$ cat src/rtl/lsu_mem_stage.sv
// rtl/lsu_mem_stage.sv - MEM-stage load/store unit: dmemory issue, fault checks, extended writeback
// Results stay valid under writeback backpressure by capturing live read data into a hold register.
module lsu_mem_stage #(
  parameter logic [31:0] START_ADDR = 32'h0100_0000,
  parameter int unsigned MEM_DEPTH  = 1048576
) (
  input  logic        clock,
  input  logic        reset,
  input  logic        in_valid,
  output logic        in_ready,
  input  logic        in_is_load,
  input  logic        in_is_store,
  input  logic [2:0]  in_funct3,
  input  logic [31:0] in_addr,
  input  logic [31:0] in_store_data,
  input  logic [4:0]  in_rd,
  input  logic [31:0] in_alu_result,
  output logic        dmem_read_write,
  output logic [31:0] dmem_address,
  output logic [1:0]  dmem_access_size,
  output logic [31:0] dmem_data_in,
  input  logic [31:0] dmem_data_out,
  output logic        wb_valid,
  input  logic        wb_ready,
  output logic [4:0]  wb_rd,
  output logic        wb_we,
  output logic [31:0] wb_data,
  output logic        wb_fault,
  output logic [1:0]  wb_fault_cause
);
  localparam logic [32:0] END_ADDR = {1'b0, START_ADDR} + 33'(MEM_DEPTH);
  localparam logic [1:0] CAUSE_MISALIGNED = 2'd0;
  localparam logic [1:0] CAUSE_RANGE      = 2'd1;
  localparam logic [1:0] CAUSE_ILLEGAL    = 2'd2;

  typedef enum logic [1:0] {EMPTY, FRESH, HELD} state_t;

  state_t      state;
  logic        ld_live;
  logic [2:0]  ld_funct3;
  logic [31:0] data_r;

  logic        is_mem, illegal, misaligned, out_of_range, fault, accept;
  logic [1:0]  cause;
  logic [1:0]  size_m1;
  logic [32:0] last_byte;
  logic [31:0] load_ext;

  always_comb begin
    is_mem = in_is_load || in_is_store;
    case (in_funct3[1:0])
      2'b00:   size_m1 = 2'd0;
      2'b01:   size_m1 = 2'd1;
      default: size_m1 = 2'd3;
    endcase
    illegal = is_mem && ((in_funct3[1:0] == 2'b11) || (in_funct3[2] && in_funct3[1]) ||
                         (in_is_store && in_funct3[2]));
    misaligned = is_mem && (((in_funct3[1:0] == 2'b01) && in_addr[0]) ||
                            ((in_funct3[1:0] == 2'b10) && (in_addr[1:0] != 2'b00)));
    // 33-bit sum so an access straddling 2^32 cannot wrap back into range
    last_byte    = {1'b0, in_addr} + {31'b0, size_m1};
    out_of_range = is_mem && ((in_addr < START_ADDR) || (last_byte >= END_ADDR));
    fault        = illegal || misaligned || out_of_range;
    if (illegal)           cause = CAUSE_ILLEGAL;
    else if (misaligned)   cause = CAUSE_MISALIGNED;
    else if (out_of_range) cause = CAUSE_RANGE;
    else                   cause = 2'd0;
  end

  assign in_ready         = (state == EMPTY) || wb_ready;
  assign accept           = in_valid && in_ready;
  assign dmem_address     = in_addr;
  assign dmem_access_size = in_funct3[1:0];
  assign dmem_data_in     = in_store_data;
  assign dmem_read_write  = accept && in_is_store && !fault && !reset;

  always_comb begin
    case (ld_funct3)
      3'b000:  load_ext = {{24{dmem_data_out[7]}}, dmem_data_out[7:0]};
      3'b001:  load_ext = {{16{dmem_data_out[15]}}, dmem_data_out[15:0]};
      3'b100:  load_ext = {24'd0, dmem_data_out[7:0]};
      3'b101:  load_ext = {16'd0, dmem_data_out[15:0]};
      default: load_ext = dmem_data_out;
    endcase
  end

  // dmemory only returns this load's data in the cycle right after issue
  assign wb_data = ((state == FRESH) && ld_live) ? load_ext : data_r;

  always_ff @(posedge clock or posedge reset) begin
    if (reset) begin
      state          <= EMPTY;
      wb_valid       <= 1'b0;
      wb_rd          <= 5'd0;
      wb_we          <= 1'b0;
      wb_fault       <= 1'b0;
      wb_fault_cause <= 2'd0;
      ld_live        <= 1'b0;
      ld_funct3      <= 3'd0;
      data_r         <= 32'd0;
    end else if (accept) begin
      state          <= FRESH;
      wb_valid       <= 1'b1;
      wb_rd          <= in_rd;
      wb_we          <= (in_is_load || !is_mem) && (in_rd != 5'd0) && !fault;
      wb_fault       <= fault;
      wb_fault_cause <= cause;
      ld_live        <= in_is_load && !fault;
      ld_funct3      <= in_funct3;
      data_r         <= is_mem ? 32'd0 : in_alu_result;
    end else if ((state != EMPTY) && wb_ready) begin
      state          <= EMPTY;
      wb_valid       <= 1'b0;
      wb_rd          <= 5'd0;
      wb_we          <= 1'b0;
      wb_fault       <= 1'b0;
      wb_fault_cause <= 2'd0;
      ld_live        <= 1'b0;
      data_r         <= 32'd0;
    end else if (state == FRESH) begin
      state   <= HELD;
      ld_live <= 1'b0;
      if (ld_live) data_r <= load_ext;
    end
  end
endmodule

$ cat config.mk
export PLATFORM = sky130hd
export DESIGN_NAME = lsu_mem_stage
export DESIGN_NICKNAME = d
export VERILOG_FILES = /design/src/rtl/lsu_mem_stage.sv
export SDC_FILE = /design/constraint.sdc
export NUM_CORES = 1
export LEC_CHECK = 0
export CAP_MARGIN = 25
export CORE_MARGIN = 1
export CORE_UTILIZATION = 37
export CTS_CLUSTER_DIAMETER = 200
export DETAILED_ROUTE_END_ITERATION = 8
export GPL_ROUTABILITY_DRIVEN = 0
export GPL_TIMING_DRIVEN = 0
export PLACE_DENSITY = 0.85
export SYNTH_ARGS = -nofsm -noshare
export SYNTH_HDL_FRONTEND = slang
export SYNTH_SLANG_ARGS = --single-unit
$ cat constraint.sdc
create_clock -name clock -period 8.3 [get_ports clock]
set_input_delay 1.66 -clock clock [delete_from_list [all_inputs] [get_ports clock]]
set_output_delay 1.66 -clock clock [all_outputs]
set_load 0.01 [all_outputs]
[Word-level counts from Yosys, hierarchy flattened]
Cells that the tools add are included.
Operators by class
  $lt $le $gt $ge: 2
  reduce and logical (&&, ||, !) cells: 38
  mux-type cells: 25
  add/sub/neg operators: 1
  eq/ne operators: 7
Operators by type and width (count)
  $mux W32: 6
  $pmux W32 S4: 1
  $add A32 B2 Y33: 1
  $ge A33 B25 Y1 const B: 1
  $lt A32 B25 Y1 const B: 1
  $logic_and A1 B1 Y1: 16
  $mux W2: 6
  $mux W5: 2
  $logic_or A1 B1 Y1: 9
  $mux W1: 9
  $eq A3 B3 Y1 const B: 2
  $reduce_bool A2 Y1: 3
  $reduce_bool A3 Y1: 2
  $reduce_bool A5 Y1: 1
  $eq A2 B1 Y1 const B: 2
  $eq A2 B2 Y1 const B: 2
  $logic_not A2 Y1: 2
  $pmux W2 S2: 1
  $eq A3 B1 Y1 const B: 1
  $logic_not A1 Y1: 3
  $logic_not A3 Y1: 1
  $reduce_and A2 Y1: 1
Word-level totals
  flip-flop bits (word level): 48
  word-level logic and storage cells: 82

[Logic depth before layout (Yosys ltp)]
  word-level depth: 10
  mapped depth: 9
  depth with buffers taken out: 8

[Least setup slack after synthesis]
Ideal clock, no wire load.
  path kind: input-to-output
  start point: input in_funct3[0]
  end point: output dmem_read_write
  buffers on the path: 0
  arrival: 3846 ps
  slack: 2794 ps
  stages on the path: 8
  cell sequence: or2_2 ha_1 fa_1 nand4_1 nor3_1 or3_2 or3_4 nor4_2
On the way
  word-level cells in the longest chain between the ends: 10
  elaborated cells on any way between the ends: 21
Ends and longest elaborated chain
  start: declaration: line 13  | input logic [2:0] in_funct3,
  $eq A2 B1 Y1 or $logic_not A2 Y1 (tied branches): line 51, 58
  $pmux W2 S2: line 51  | case (in_funct3[1:0])
  $add A32 B2 Y33: line 61  | last_byte = {1'b0, in_addr} + {31'b0, size_m1};
  $ge A33 B25 Y1: line 62  | out_of_range = is_mem && ((in_addr < START_ADDR) || (last_byte >= END_ADDR));
  $logic_or A1 B1 Y1: line 62
  $logic_and A1 B1 Y1: line 62
  $logic_or A1 B1 Y1 (*): line 63  | fault = illegal || misaligned || out_of_range;
  $logic_not A1 Y1 (*): line 75  | assign dmem_read_write = accept && in_is_store && !fault && !reset;
  $logic_and A1 B1 Y1 (*) (2 in a row): line 75
  end: declaration: line 18  | output logic dmem_read_write,
Mark *: on every way between the ends. The rest lies on a longest branch, timed or not.

[Worst setup path after layout]
  start point: input in_funct3[1]
  end point: output dmem_read_write
Same word-level chain as after synthesis.

==> results.yml <==
synthesis:
  async_flop_share: 1.00
  synthTopCellsByArea: "dfrtp_1 (36%), buf_4 (15%), a21oi_1 (13%), nor2_1 (4.9%), a22o_1 (4.4%)"
  synth_cells: 402
  synth-seq-area-share: 0.358
  synth_flop_cell: "dfrtp_1"
  synth_edf_count: 0
  synth.largest_area_cell: "dfrtp_1"
  ys_types: 53
  yosysTopAreaCellShare: 0.358
  ys_ff_latch: 48
  synth_fp_nets: 547
  synth.avg_cell_area_um2: 8.35
  synth_area_um2: 3360
  yosys_warnings: 0
global_routing:
  grt-ovfl-total: 0
  grt_pass1_vias: 3777
  grt_usage: 0.229
  grt_max_degree: 33
  grt_first_pass_wirelength_um: 17800
  antenna_found_initial: 0
clock_tree:
  post_cts_resized: 0
  clock_path_buffers: 2
  clkSinkCount: 48
  worstSkewPairLatency_ns: 0.30
  cts_setup_buffers: 0
  cts_max_level: 2
  cts_hold_buf: 0
  clkTransAtPathRegs_ns: 0.09
  numCtsBuffers: 5
  cts_tree: "yes"
  clock-root-buffer: "clkbuf_8"
final_layout:
  drive_gt1_frac: 0.168
  fillCellCount: 715
  area_growth_pct: 72.8
  n_antenna_cell: 0
  final_common_cell: "clkdlybuf4s50_1"
  most-common-layout-cells: "clkdlybuf4s50_1 (219), a21oi_1 (85), buf_4 (66)"
  multi_input_area_um2: 1560
  nNetsFinal: 774
  final-seq-area_um2: 1200
  stdcell_count: 738
outcome:
  outcome: "finished clean"
critical_path:
  critPathCaptureType: "primary output"
  cp.required_ns: 6.64
  timing.critical_path.fanout_max: 9
  critPathLaunchType: "primary input"
  worstPathArrival_ns: 5.09
  path_class: "in2out"
timing:
  whs_ns: 0.515
  finalHoldViolCount: 0
  fmax_mhz: 148
  skew_ns: 0.00538
  max_slew.worst_pin.slew_ns: 0.698
  fin_crit_sh: 0.814
  setup_viol: 0
  drv_slew: 0
  rsz0062_at_grt: "false"
  period_minus_slack_ns: 6.75
  slew_headroom: 0.531
  fin_tns_setup_ns: 0
  setup_ws_ns: 1.55
drt:
  drc: 0
  via_per_inst: 5.09
  first_pass_iters: 4
  drt_iter0_drc: 152
  wl_per_cell_um: 14.9
  postRouteAntennaNets: 0
  vias: 3758
  drt_wl_total_um: 11000
floorplanning:
  rows: 34
  core_um2: 8760
  die_h_um: 97.3
  pin_count: 252
  die_area_um2: 9460
  die-width_um: 97.3
  initial_utilization: 0.383
min_path:
  min_path_type: "reg2reg"
placed_design:
  io_buffers: 219
  dp_worst_setup_slack_ns: 1.53
  post-dp-hpwl_um: 9000
  place_inst: 730
power_and_ir_drop:
  leakagePower_nw: 2.47
  power_density_nw_per_um2: 127
  ir_drop_uv: 69.5
job:
  max_cap_viol_count: 0
-- cell type report --
cell class                      instances  area share
Sequential cell                        48       0.207
Clock inverter                          2     0.00237
Multi-Input combinational cell        262       0.269
Timing Repair Buffer                  220       0.381
Clock buffer                            6      0.0142
Inverter                                6     0.00388
Tap cell                              108      0.0233
Buffer                                 86      0.0986
-- metrics by stage --
step	area, um^2	util	total power (W)
3_3_place_gp	5680	0.649	0.000582
2_1_floorplan	3360	-	0.000416
3_5_place_dp	5700	0.651	0.000592
6_report	5800	0.662	0.000735
4_1_cts	5800	0.662	0.000742
5_1_grt	5800	0.662	0.000779
-- path summary, 6_finish.rpt --
| kind | start | slack [ns] | to | cells past startpoint |
|---|---|---|---|---|
| worst min-delay path | wb_rd[0]$_DFFE_PP0N_ | 0.51 | wb_rd[0]$_DFFE_PP0N_ | 1 |
| min in group asynchronous | reset | 1.66 | data_r[18]$_DFFE_PP0P_ | 2 |
| max in group asynchronous | reset | 6.14 | wb_rd[3]$_DFFE_PP0N_ | 3 |
| worst min register to register | wb_rd[0]$_DFFE_PP0N_ | 0.51 | wb_rd[0]$_DFFE_PP0N_ | 1 |
| worst max register to register | ld_funct3[1]$_DFFE_PP0P_ | 5.71 | data_r[22]$_DFFE_PP0P_ | 9 |
| worst max-delay path | in_funct3[1] | 1.55 | dmem_read_write | 10 |
-- critical path, cell delays in order --
cell and delay (ns):
clkdlybuf4s50_1 0.59, or2_2 0.36, ha_1 0.21, fa_1 0.39
nand4_1 0.15, nor3_1 0.06, or3_2 0.40, or3_4 0.41
nor4_2 0.25, clkdlybuf4s50_1 0.61
-- power by group --
group | leakage, nW | internal [W] | switching, W
registers | 0.612 | 0.000263 | 0.0000115
clock network | 0.0516 | 0.0000682 | 0.0000798
logic | 1.80 | 0.000180 | 0.000133
total | 2.47 | 0.000511 | 0.000224
-- per-layer routing --
metal | track usage | share of wire | vias to the layer above
met5 | 0 | 0 | -
met4 | 0.0645 | 0.016 | 0
met3 | 0.0345 | 0.068 | 14
li1 | - | - | 1804
met2 | 0.430 | 0.53 | 182
met1 | 0.269 | 0.39 | 1758
-- logic make-up (layout without fill, tap and decap cells) --
family | count (synthesis) | count (layout) | synth area share
AOI/OAI and AO/OA | 125 | 125 | 0.225
adders and majority gates | 3 | 3 | 0.0134
buffers and inverters | 92 | 320 | 0.177
DFF | 48 | 48 | 0.358
muxes | 12 | 12 | 0.0395
and+or+nand+nor | 122 | 122 | 0.187
-- synth_stat cells (2+ instances only) --
cell	n
o211ai_1	2
or2_2	4
inv_1	6
a22o_1	17
ha_1	2
nor4_1	2
nand2b_1	2
nand3b_1	2
o21a_1	2
or3_4	2
mux2i_1	2
nand4_1	4
nand2_1	36
nor2_1	44
nor3_1	7
and4_4	2
buf_4	66
o21ai_0	4
mux2_2	10
a21oi_1	85
and4_1	2
dfrtp_1	48
nand3_1	3
clkbuf_1	19
-- state kept, by name, summed over array words and instances (netlist names) --
signal,flops
ld_funct3,3
state,2
ld_live,1
wb_valid,1
wb_we,1
wb_rd,5
data_r,32
wb_fault,1
wb_fault_cause,2
Power figures use the tool's default switching activity.
